**src/rtl/diff_engine_sched.sv**
```systemverilog
// Round-robin scheduler sharing one f(n)=2n^2+3n+5 difference engine among four requesters.
// Owns the engine start/done handshake, holds the operand, and recovers from a hung engine via a watchdog.
module diff_engine_sched #(
    parameter int unsigned TIMEOUT = 127
) (
    input  logic        clk_i,
    input  logic        reset_i,
    input  logic [3:0]  req_i,
    input  logic [23:0] n_req_i,
    output logic [3:0]  grant_o,
    output logic [3:0]  resp_valid_o,
    output logic [12:0] resp_data_o,
    output logic        resp_err_o,
    output logic        eng_start_o,
    output logic [5:0]  eng_n_o,
    input  logic [12:0] eng_data_out_i,
    input  logic        eng_done_tick_i,
    output logic        eng_reset_o
);

    localparam int unsigned NREQ = 4;
    localparam int unsigned IDW  = 2;
    localparam int unsigned NW   = 6;
    localparam int unsigned RW   = 13;
    localparam int unsigned CW   = 8;

    typedef enum logic [1:0] {
        S_IDLE,
        S_START,
        S_WAIT,
        S_RESP
    } state_e;

    state_e          state_q, state_d;
    logic [IDW-1:0]  rr_ptr_q, rr_ptr_d;
    logic [CW-1:0]   cnt_q, cnt_d;
    logic [IDW-1:0]  id_q, id_d;

    logic [NREQ-1:0] grant_q, grant_d;
    logic [NREQ-1:0] resp_valid_q, resp_valid_d;
    logic [RW-1:0]   resp_data_q, resp_data_d;
    logic            resp_err_q, resp_err_d;
    logic            eng_start_q, eng_start_d;
    logic [NW-1:0]   eng_n_q, eng_n_d;
    logic            eng_reset_q, eng_reset_d;

    logic            sel_found_c;
    logic [IDW-1:0]  sel_id_c;

    // First requester at or after rr_ptr, wrapping modulo 4.
    always_comb begin
        logic [IDW-1:0] idx;
        sel_found_c = 1'b0;
        sel_id_c    = rr_ptr_q;
        idx         = rr_ptr_q;
        for (int k = 0; k < NREQ; k++) begin
            idx = rr_ptr_q + IDW'(k);
            if (!sel_found_c && req_i[idx]) begin
                sel_found_c = 1'b1;
                sel_id_c    = idx;
            end
        end
    end

    always_ff @(posedge clk_i or posedge reset_i) begin
        if (reset_i) begin
            state_q      <= S_IDLE;
            rr_ptr_q     <= '0;
            cnt_q        <= '0;
            id_q         <= '0;
            grant_q      <= '0;
            resp_valid_q <= '0;
            resp_data_q  <= '0;
            resp_err_q   <= 1'b0;
            eng_start_q  <= 1'b0;
            eng_n_q      <= '0;
            eng_reset_q  <= 1'b0;
        end else begin
            state_q      <= state_d;
            rr_ptr_q     <= rr_ptr_d;
            cnt_q        <= cnt_d;
            id_q         <= id_d;
            grant_q      <= grant_d;
            resp_valid_q <= resp_valid_d;
            resp_data_q  <= resp_data_d;
            resp_err_q   <= resp_err_d;
            eng_start_q  <= eng_start_d;
            eng_n_q      <= eng_n_d;
            eng_reset_q  <= eng_reset_d;
        end
    end

    // Output registers are loaded one state early so they are high during the named state.
    always_comb begin
        state_d      = state_q;
        rr_ptr_d     = rr_ptr_q;
        cnt_d        = cnt_q;
        id_d         = id_q;
        grant_d      = '0;
        resp_valid_d = '0;
        resp_data_d  = '0;
        resp_err_d   = 1'b0;
        eng_start_d  = 1'b0;
        eng_n_d      = eng_n_q;
        eng_reset_d  = 1'b0;

        case (state_q)
            S_IDLE: begin
                if (sel_found_c) begin
                    id_d        = sel_id_c;
                    eng_n_d     = n_req_i[sel_id_c*NW +: NW];
                    grant_d     = NREQ'(1) << sel_id_c;
                    eng_start_d = 1'b1;
                    state_d     = S_START;
                end
            end
            S_START: begin
                cnt_d   = '0;
                state_d = S_WAIT;
            end
            S_WAIT: begin
                // Completion takes priority over the watchdog firing in the same cycle.
                if (eng_done_tick_i) begin
                    resp_valid_d = NREQ'(1) << id_q;
                    resp_data_d  = eng_data_out_i;
                    state_d      = S_RESP;
                end else if (cnt_q == CW'(TIMEOUT - 1)) begin
                    resp_valid_d = NREQ'(1) << id_q;
                    resp_err_d   = 1'b1;
                    eng_reset_d  = 1'b1;
                    state_d      = S_RESP;
                end else begin
                    cnt_d = cnt_q + CW'(1);
                end
            end
            S_RESP: begin
                rr_ptr_d = id_q + IDW'(1);
                state_d  = S_IDLE;
            end
            default: state_d = S_IDLE;
        endcase
    end

    assign grant_o      = grant_q;
    assign resp_valid_o = resp_valid_q;
    assign resp_data_o  = resp_data_q;
    assign resp_err_o   = resp_err_q;
    assign eng_start_o  = eng_start_q;
    assign eng_n_o      = eng_n_q;
    assign eng_reset_o  = eng_reset_q;

endmodule

```
**config.mk**
```make
export PLATFORM = sky130hd
export DESIGN_NAME = diff_engine_sched
export DESIGN_NICKNAME = d
export VERILOG_FILES = /design/src/rtl/diff_engine_sched.sv
export SDC_FILE = /design/constraint.sdc
export NUM_CORES = 1
export LEC_CHECK = 0
export BUFFER_PORTS_ARGS = -buffer_cell sky130_fd_sc_hd__buf_2
export CAP_MARGIN = 20
export CORE_ASPECT_RATIO = 0.5
export CORE_MARGIN = 1
export CORE_UTILIZATION = 54
export DETAILED_ROUTE_END_ITERATION = 10
export GPL_ROUTABILITY_DRIVEN = 0
export HOLD_SLACK_MARGIN = 0.05
export PLACE_DENSITY = 0.9
export REMOVE_ABC_BUFFERS = 1
export SLEW_MARGIN = 40
export SYNTH_ARGS = -nofsm -noshare
export SYNTH_HDL_FRONTEND = slang
export SYNTH_SLANG_ARGS = --single-unit
export TNS_END_PERCENT = 100
```
**constraint.sdc**
```tcl
create_clock -name clk_i -period 2.5 [get_ports clk_i]
set_input_delay 0.125 -clock clk_i [delete_from_list [all_inputs] [get_ports clk_i]]
set_output_delay 0.125 -clock clk_i [all_outputs]
set_load 0.05 [all_outputs]
```
==> results of run 1 <==
## routing by layer
metal / global-route usage [%] / share of wire (%) / wire (microns) / vias to the layer above
met1: 28.1 / 39 / 2040 / 867
met2: 46.7 / 52 / 2670 / 83
met3: 5.66 / 5.2 / 271 / 24
met4: 14.1 / 3.6 / 185 / 0
met5: 0 / 0 / 0 / -
li1: - / - / - / 845
## sequential cells by signal, summed over array words and instances, names as in the netlist
register      cells
resp_data_o      13
cnt_q             8
eng_n_o           6
grant_o           4
resp_valid_o      4
id_q              2
rr_ptr_q          2
state_q           2
eng_reset_o       1
eng_start_o       1
## final cells by class
type	count	area, sq um	area share [%]
Inverter	15	56.3	2.08
Multi-Input combinational cell	131	992	36.7
Tap cell	51	63.8	2.36
Clock buffer	6	82.6	3.05
Clock inverter	2	35.0	1.30
Timing Repair Buffer	77	398	14.7
Sequential cell	43	1080	39.8
## synthesized netlist by cell type (all sizes together) (2+ instances only)
library cell,n
a21oi,2
nor3,2
clkbuf,3
dfrtp,43
a2111oi,6
and3,17
a21o,2
o2111ai,2
nor2,13
inv,15
nand2b,3
nand3,4
a311oi,7
xor2,3
nand2,18
buf,6
o21ai,9
nor2b,6
a31oi,8
xnor2,2
ha,10
and2,5
## cells by family after synthesis
family,share of synthesized area (%)
compound gates,19.1
xor+xnor,2.01
fa+ha+maj,5.74
buf+inv,5.34
flops,49.3
mux,0.516
simple gates,18.0
## path summary, 6_finish.rpt
kind | start | endpoint | slack [ps] | cells past startpoint
max | state_q[0] | cnt_q[5] | 350 | 7
min | eng_data_out_i[6] | resp_data_o[6] | 70 | 2
max reg2reg | state_q[0] | cnt_q[5] | 350 | 7
min reg2reg | cnt_q[7] | cnt_q[7] | 490 | 1
max in group asynchronous | reset_i | resp_valid_o[3] | 1650 | 4
min in group asynchronous | reset_i | resp_data_o[2] | 510 | 4
## through the flow
stage / worst slack [ps] / hold WS, ps / power [mW] / instances / utilization [%]
3_5_place_dp: 432 / 284 / 2.48 / 316 / 70.8
3_3_place_gp: 372 / 275 / 2.40 / 316 / 70.7
2_1_floorplan: 549 / 285 / 2.09 / 189 / -
4_1_cts: 400 / 72.7 / 3.05 / 325 / 74.3
6_report: 346 / 70.9 / 3.05 / 325 / 74.3
5_1_grt: 231 / 73.2 / 3.21 / 325 / 74.3
## power breakdown
| group | switching [mW] | total, mW | internal (mW) |
|---|---|---|---|
| clock | 0.233 | 0.556 | 0.323 |
| sequential | 0.122 | 0.996 | 0.875 |
| combinational | 1.04 | 1.50 | 0.461 |
## critical path, delay by kind of cell, from the launching register on
family | cells | cell delay (ps)
buffers and inverters | 1 | 100
and+or+nand+nor | 3 | 420
adders and majority gates | 1 | 360
DFF | 1 | 430
AOI/OAI and AO/OA | 1 | 490
xor gates and xnor gates | 1 | 220
## timing repair
item | 4_1_cts | 5_1_grt
setup endpoints to repair | 0 | 0
endpoints found under the hold margin | 43 | 0
buffers inserted | 0 | 0
gates resized for setup | 0 | 0
hold buffers | 1 | 0
==> impl_metrics.yaml, run 1 <==
run_status:
  status: "finished clean"
place:
  portBuffers: 73
  dpl-instance-area_sq_um: 2580
  dp_hpwl_microns: 3650
sta:
  fin_crit_ps: 2150
  setup_violations: 0
  min_period_over_period_pct: 86.2
  rsz0062_at_grt: "no"
  fin_skew_ps: 1.04
  hold_viol_final: 0
  maxSlewHeadroom_pct: 53.0
  drv_slew: 0
  worst_pin_slew_ps: 705
  fmax_mhz: 464
  setup_tns_ps: 0
detailed_routing:
  first_pass_iters: 4
  routedWlPerCell_microns: 15.9
  vias: 1819
  drt-initial-drc-count: 61
  ant_nets: 0
  vias_per_cell: 5.60
  drc: 0
  finalWirelength_microns: 5170
synth:
  netlist_area_sq_um: 2180
  yosysSeqAreaShare_pct: 49.3
  ys_types: 45
  yosysWarnings: 0
  ys_top_cells_by_area: "dfrtp_1, ha_1, and3_1, a311oi_2, a2111oi_2"
  synth_cells: 198
  avgSynthCellArea_sq_um: 11.0
  synthArstFlopShare_pct: 100
  synth_top_area_cell: "dfrtp_1"
  synthFlopType: "dfrtp_1"
  synth-edff-count: 0
  ys_seq_elements: 43
  netlist.area_leader.share_pct: 49.3
power:
  vdd_drop_max_mv: 0.606
  power.leakage_nw: 1.43
  power_density_nw_per_um2: 1130
final_layout:
  num_antenna_cells: 0
  fin_nets: 327
  drive_gt1_share_pct: 40.1
  design_area_sq_um: 2700
  area_growth_pct: 24.0
  final_common_cell: "buf_2"
  nFillCells: 277
  final_cell_mix: "buf_2, dfrtp_1, and3_1, inv_1, nor2_1"
floorplan:
  initial_utilization_pct: 59.9
  ioPinCount: 74
  design.die.area_sq_um: 4310
  num_rows: 15
  dieWidth_microns: 91.9
  fp.coreArea_sq_um: 3640
  die_h_microns: 46.9
clocking:
  cts.htree.levels: 2
  cts_tree: "done"
  path_clk_slew_ps: 80
  cts.sinks: 43
  root_buffer: "clkbuf_8"
  cts_buffers: 5
  insertion_delay_ps: 290
  cts_buffer_depth: 2
setup_path:
  cp_data_arrival_time_ps: 2310
  slowest_stage: "a211oi_1"
  slowest_delay_ps: 490
  worst-setup-path-type: "reg2reg"
  startpoint_type: "flip-flop"
  critPathRequiredTime_ps: 2660
  crit_chain: "inv_1 > ha_1 > nand2b_1 > a211oi_1 > nand3_1 > xor2_1 > nor2_1"
  critPathMaxFanout: 11
  endpoint_kind: "flip-flop"
job:
  cap_violations: 0
global_route:
  grt.overflow.total: 0
  antenna_found_initial: 0
  grt_pass1_wl_microns: 7900
  grt.total_usage_pct: 24.9
  grt_max_degree: 44
  grt_pass1_vias: 1685
min_path:
  hp-class: "in2reg"
Power figures use the tool's default switching activity.
==> run 2, diff against run 1 <==
--- a/config.mk
+++ b/config.mk
@@ -9,11 +9,12 @@
 export CAP_MARGIN = 20
 export CORE_ASPECT_RATIO = 0.5
 export CORE_MARGIN = 1
-export CORE_UTILIZATION = 54
+export CORE_UTILIZATION = 55
+export CTS_BUF_LIST = sky130_fd_sc_hd__clkbuf_8
 export DETAILED_ROUTE_END_ITERATION = 10
 export GPL_ROUTABILITY_DRIVEN = 0
 export HOLD_SLACK_MARGIN = 0.05
-export PLACE_DENSITY = 0.9
+export PLACE_DENSITY = 0.91
 export REMOVE_ABC_BUFFERS = 1
 export SLEW_MARGIN = 40
 export SYNTH_ARGS = -nofsm -noshare
==> run 2 against run 1 <==
Compared with the run above: combinational power about the same; critical endpoint is now eng_n_o[4]; maximum frequency is 7.2% higher; wire length shrank 9.4%; total power down 1.2%; sequential power down 0.4%; register-to-register slack better by 140 ps; highest routed layer unchanged; worst setup slack gained 140 ps; die area decreased by 1.8%; clock skew is 4.3 ps higher; sequential share of layout area rose by 0.074 points; largest power group unchanged; cell count stayed put.
==> impl_metrics.yaml, run 2 (synthesis gave the netlist of run 1 again) <==
detailed_routing:
  drt-initial-drc-count: 89
  vias_per_cell: 5.40
  routedWlPerCell_microns: 14.4
  drc: 0
  first_pass_iters: 4
  ant_nets: 0
  vias: 1755
  finalWirelength_microns: 4680
place:
  dpl-instance-area_sq_um: 2580
  dp_hpwl_microns: 3440
  portBuffers: 73
  dpl_worst_slack_ps: 530
sta:
  setup_tns_ps: 0
  fin_skew_ps: 5.38
  fin_crit_ps: 2010
  fmax_mhz: 497
  maxSlewHeadroom_pct: 57.2
  setup_ws_ps: 490
  worst_pin_slew_ps: 641
  rsz0062_at_grt: "no"
  hold_viol_final: 0
  drv_slew: 0
  setup_violations: 0
  min_period_over_period_pct: 80.4
floorplan:
  dieWidth_microns: 91.1
  num_rows: 15
  ioPinCount: 74
  fp.coreArea_sq_um: 3600
  initial_utilization_pct: 60.5
  design.die.area_sq_um: 4240
  die_h_microns: 46.5
global_route:
  grt.total_usage_pct: 23.7
  grt.overflow.total: 0
  grt_pass1_wl_microns: 7270
  grt_max_degree: 44
  antenna_found_initial: 0
  grt_pass1_vias: 1543
clocking:
  cts_buffer_depth: 2
  path_clk_slew_ps: 80
  postCtsSetupBuffers: 0
  cts_tree: "done"
  cts.htree.levels: 2
  root_buffer: "clkbuf_8"
  insertion_delay_ps: 300
  postCtsResizedCells: 0
  cts_hold_buffers: 1
  cts_buffers: 5
  cts.sinks: 43
setup_path:
  startpoint_type: "flip-flop"
  r2r_start: "rr_ptr_q[1]"
  timing.rr.end: "eng_n_o[4]"
  worst_r2r_path_depth: 5
  endpoint_kind: "flip-flop"
  critPathRequiredTime_ps: 2660
  worst-setup-path-type: "reg2reg"
  r2r_setup_slack_ps: 490
  critPathMaxFanout: 11
  cp_data_arrival_time_ps: 2170
run_status:
  status: "finished clean"
final_layout:
  largest_reg_flops: 13
  drive_gt1_share_pct: 40.1
  utilization_pct: 74.9
  design_area_sq_um: 2700
  final_common_cell: "buf_2"
  final_cell_mix: "buf_2, dfrtp_1, and3_1, inv_1, nor2_1"
  area_growth_pct: 23.8
  fin_nets: 327
  num_antenna_cells: 0
power:
  finalPower_mw: 3.01
  vdd_drop_max_mv: 0.607
  power.leakage_nw: 1.43
  power_density_nw_per_um2: 1120
min_path:
  hp-start: "eng_data_out_i[1]"
  hp-class: "in2reg"
  hold_end: "resp_data_o[1]"
  whs_path_depth: 2
job:
  cap_violations: 0
## run 2: power by group
part / switching (mW) / internal (mW)
Clock: 0.248 / 0.297
Sequential: 0.117 / 0.875
Combinational: 1.02 / 0.459
Total: 1.38 / 1.63
## run 2: area by class of cell
| cell class | instances | area [sq um] |
|---|---|---|
| inverters | 15 | 56.3 |
| fillers | 252 | 905 |
| repair buffers | 77 | 398 |
| well taps | 51 | 63.8 |
| multi-input cells | 131 | 992 |
| clock buffers | 5 | 68.8 |
| flip-flops and latches | 43 | 1080 |
| clock inverters | 3 | 43.8 |
## run 2: stage by stage
step / std cells / hold WS [ps]
detailed placement: 316 / 282
floorplan: 189 / 285
global route: 325 / 59.0
CTS: 325 / 58.0
global placement: 316 / 271
finish: 325 / 64.8
## run 2: worst max path at each step
stage | start | to | slack, ps
after detailed placement | rr_ptr_q[1] | eng_n_o[3] | 530
after floorplan | rr_ptr_q[1] | eng_n_o[0] | 550
after CTS | rr_ptr_q[1] | eng_n_o[4] | 500
after global routing | rr_ptr_q[1] | eng_n_o[4] | 320
after global placement | rr_ptr_q[1] | eng_n_o[5] | 370
final | rr_ptr_q[1] | eng_n_o[4] | 490
## run 2: metal layers
| layer | part of all wire (%) | routed length [microns] | vias to the layer above | GRT usage, % |
|---|---|---|---|---|
| met2 | 50 | 2330 | 76 | 40.6 |
| met1 | 42 | 1960 | 817 | 28.7 |
| li1 | - | - | 850 | - |
| met4 | 2.8 | 133 | 0 | 15.6 |
| met5 | 0 | 0 | - | 0 |
| met3 | 5.5 | 257 | 12 | 4.79 |
## run 2: critical path, cell delays in order (launching register included)
cell	delay (ps)
dfrtp_1	440
or3_1	140
o21ai_0	110
o21ai_2	530
and2_1	470
a311oi_2	170
==> run 3, diff against run 2 <==
--- a/config.mk
+++ b/config.mk
@@ -5,16 +5,17 @@
 export SDC_FILE = /design/constraint.sdc
 export NUM_CORES = 1
 export LEC_CHECK = 0
+export ABC_AREA = 1
 export BUFFER_PORTS_ARGS = -buffer_cell sky130_fd_sc_hd__buf_2
 export CAP_MARGIN = 20
 export CORE_ASPECT_RATIO = 0.5
 export CORE_MARGIN = 1
-export CORE_UTILIZATION = 55
+export CORE_UTILIZATION = 48
 export CTS_BUF_LIST = sky130_fd_sc_hd__clkbuf_8
 export DETAILED_ROUTE_END_ITERATION = 10
 export GPL_ROUTABILITY_DRIVEN = 0
 export HOLD_SLACK_MARGIN = 0.05
-export PLACE_DENSITY = 0.91
+export PLACE_DENSITY = 0.83
 export REMOVE_ABC_BUFFERS = 1
 export SLEW_MARGIN = 40
 export SYNTH_ARGS = -nofsm -noshare
==> constraint.sdc (replaced) <==
create_clock -name clk_i -period 1.82 [get_ports clk_i]
set_input_delay 0.091 -clock clk_i [delete_from_list [all_inputs] [get_ports clk_i]]
set_output_delay 0.091 -clock clk_i [all_outputs]
set_load 0.05 [all_outputs]
==> run 3 against run 2 <==
Compared with the run above: the run now ends with setup timing left; cell count rose by 54%; worst setup slack worse by 560 ps; clock skew is 1.9 ps higher; combinational power rose to 2.8 times the previous value; critical path type unchanged; largest cell class is now multi-input combinational cells.
==> impl_metrics.yaml, run 3 <==
run_status:
  status: "finished with violations"
  violations: "setup timing"
global_route:
  grt.overflow.total: 0
  grt_max_degree: 25
  grt_pass1_wl_microns: 9090
  grt_pass1_vias: 2067
  grt.total_usage_pct: 21.2
  antenna_found_initial: 0
floorplan:
  die_h_microns: 52.8
  num_rows: 18
  dieWidth_microns: 104
  fp.coreArea_sq_um: 4930
  design.die.area_sq_um: 5460
  initial_utilization_pct: 50.2
  ioPinCount: 74
detailed_routing:
  drc: 0
  wl_met3_microns: 242
  top_layer: "met4"
  vias: 2483
  ant_nets: 0
  routedWlPerCell_microns: 12.9
  drt-met1-wl_microns: 2830
  drt-initial-drc-count: 141
  finalWirelength_microns: 6440
  dr_wl_met2_microns: 3240
  first_pass_iters: 4
  vias_per_cell: 4.97
synth:
  yosysMostFrequentCell: "nand2_1"
  synthFlopType: "dfrtp_1"
  avgSynthCellArea_sq_um: 7.71
  yosysSeqAreaShare_pct: 43.5
  synth-edff-count: 0
  yosysWarnings: 0
  ys_types: 29
  ys_seq_elements: 43
  ys_top_cells_by_area: "dfrtp_1, nand2_1, nand3_1, inv_1, ha_1"
  synth_top_area_cell: "dfrtp_1"
  synth_cells: 321
  netlist.area_leader.share_pct: 43.5
  synth_common_cells: "nand2_1, dfrtp_1, inv_1, nand3_1, nor2_1"
  synthArstFlopShare_pct: 100
  netlist_area_sq_um: 2470
final_layout:
  drive_gt1_share_pct: 34.9
  utilization_pct: 68.5
  num_antenna_cells: 0
  design_area_sq_um: 3380
  final_common_cell: "nand2_1"
  largest_reg_flops: 13
  fin_nets: 483
  nFillCells: 364
  final_cell_mix: "nand2_1, buf_2, dfrtp_1, inv_1, nand3_1"
  area_growth_pct: 36.6
sta:
  setup_violations: 6
  fin_skew_ps: 7.33
  hold_viol_final: 0
  maxSlewHeadroom_pct: 77.9
  setup_ws_ps: -72.5
  drv_slew: 0
  min_period_over_period_pct: 104
  fin_crit_ps: 1890
  worst_pin_slew_ps: 329
  rsz0062_at_grt: "yes"
  fmax_mhz: 528
setup_path:
  worst-setup-path-type: "reg2reg"
  critPathMaxFanout: 6
  endpoint_kind: "flip-flop"
  crit_family: "simple AND/OR/NAND/NOR gates"
  cp_data_arrival_time_ps: 2090
  slowest_delay_ps: 480
  timing.critical_path.mode_cell: "nand2_1"
  startpoint_type: "flip-flop"
  slowest_stage: "dfrtp_2"
  worst-path-buf-inv: 2
  r2r_setup_slack_ps: -70
  critPathRequiredTime_ps: 2010
  crit_chain: "buf_6 > nand2_2 > nand2_4 > nand2_2 > nand2_4 > nor2_4 > nand4_1 > buf_4 > nand3_1 > nand2_1 > nand2_1 > nand2_1 > nand2_1 > nand2_1"
clocking:
  root_buffer: "clkbuf_8"
  cts_buffers: 5
  cts.htree.levels: 2
  cts_buffer_depth: 2
  cts_tree: "done"
  path_clk_slew_ps: 80
  insertion_delay_ps: 300
  cts.sinks: 43
min_path:
  hp-class: "in2reg"
power:
  vdd_drop_max_mv: 0.980
  power_density_nw_per_um2: 1830
  power.leakage_nw: 1.94
job:
  cap_violations: 0
place:
  portBuffers: 73
  dp_hpwl_microns: 4080
  dpl-instance-area_sq_um: 2940
run 3: cell types whose count changed in the layout (fill, tap and decap cells not counted), moves of 6 or more:
cell and delta:
a31oi_1 -8, buf_4 +11, a311oi_2 -6, nand2_4 +8, nand3_2 +10, nand2_1 +79, nand3_1 +29, dlygate4sd3_1 +14
nand2_2 +12, and3_1 -16, nor2_1 +14, inv_1 +23
run 3: power by group:
part	leakage (nW)	switching (mW)	internal (mW)
Sequential	0.570	0.174	1.23
Clock	0.0408	0.351	0.274
Combinational	1.33	2.80	1.37
Total	1.94	3.32	2.88
run 3: metal layers:
metal	GRT usage, %	vias to the layer above
met5	0	-
met4	6.04	0
met3	2.98	19
met2	37.9	84
met1	27.4	1155
li1	-	1225
run 3: final timing paths:
check | startpoint | to | cells after the start
worst min register to register | eng_n_o[0] | eng_n_o[0] | 2
worst max-delay path | rr_ptr_q[0] | eng_n_o[3] | 14
worst min-delay path | n_req_i[11] | eng_n_o[5] | 5
min in group asynchronous | reset_i | cnt_q[5] | 4
max in group asynchronous | reset_i | rr_ptr_q[0] | 4
worst max register to register | rr_ptr_q[0] | eng_n_o[3] | 14
run 3: layout make-up:
class | count | area (sq um) | share of cell area [%]
Inverter | 41 | 159 | 4.70
Multi-Input combinational cell | 229 | 1270 | 37.7
Tap cell | 70 | 87.6 | 2.59
Timing Repair Buffer | 108 | 682 | 20.2
Clock buffer | 5 | 68.8 | 2.04
Clock inverter | 3 | 23.8 | 0.703
Timing Repair inverter | 1 | 7.51 | 0.222
Sequential cell | 43 | 1080 | 31.9
run 3: tightest hold or removal path: stages:
cell	delay, ps
buf_2	80
nand3_1	70
nand3_1	80
nand3_1	60
nand2_1	50
run 3: repair_timing:
item	4_1_cts	5_1_grt
setup endpoints to repair	6	16
hold buffers	15	0
resized for setup	6	34
gates cloned	1	3
setup buffers	0	6
pin swaps	0	16
endpoints found under the hold margin	57	0
run 3: cell families after synthesis:
family / after synthesis / synth area share (%)
buffers and inverters: 50 / 9.56
adders and majority gates: 10 / 5.06
AOI/OAI and AO/OA: 18 / 4.50
xor gates and xnor gates: 1 / 0.354
and+or+nand+nor: 199 / 37.0
DFF: 43 / 43.5
run 3: metrics by stage:
stage	setup TNS, ps	std cells	total power [mW]	hold slack [ps]	setup slack [ps]
floorplan	-1560	312	3.95	162	-217
global placement	0	467	4.75	143	9.07
detailed placement	-30.7	467	4.80	152	-21.3
CTS	0	491	5.50	164	15.9
global route	-1480	500	6.63	193	-180
finish	-322	500	6.20	160	-72.5
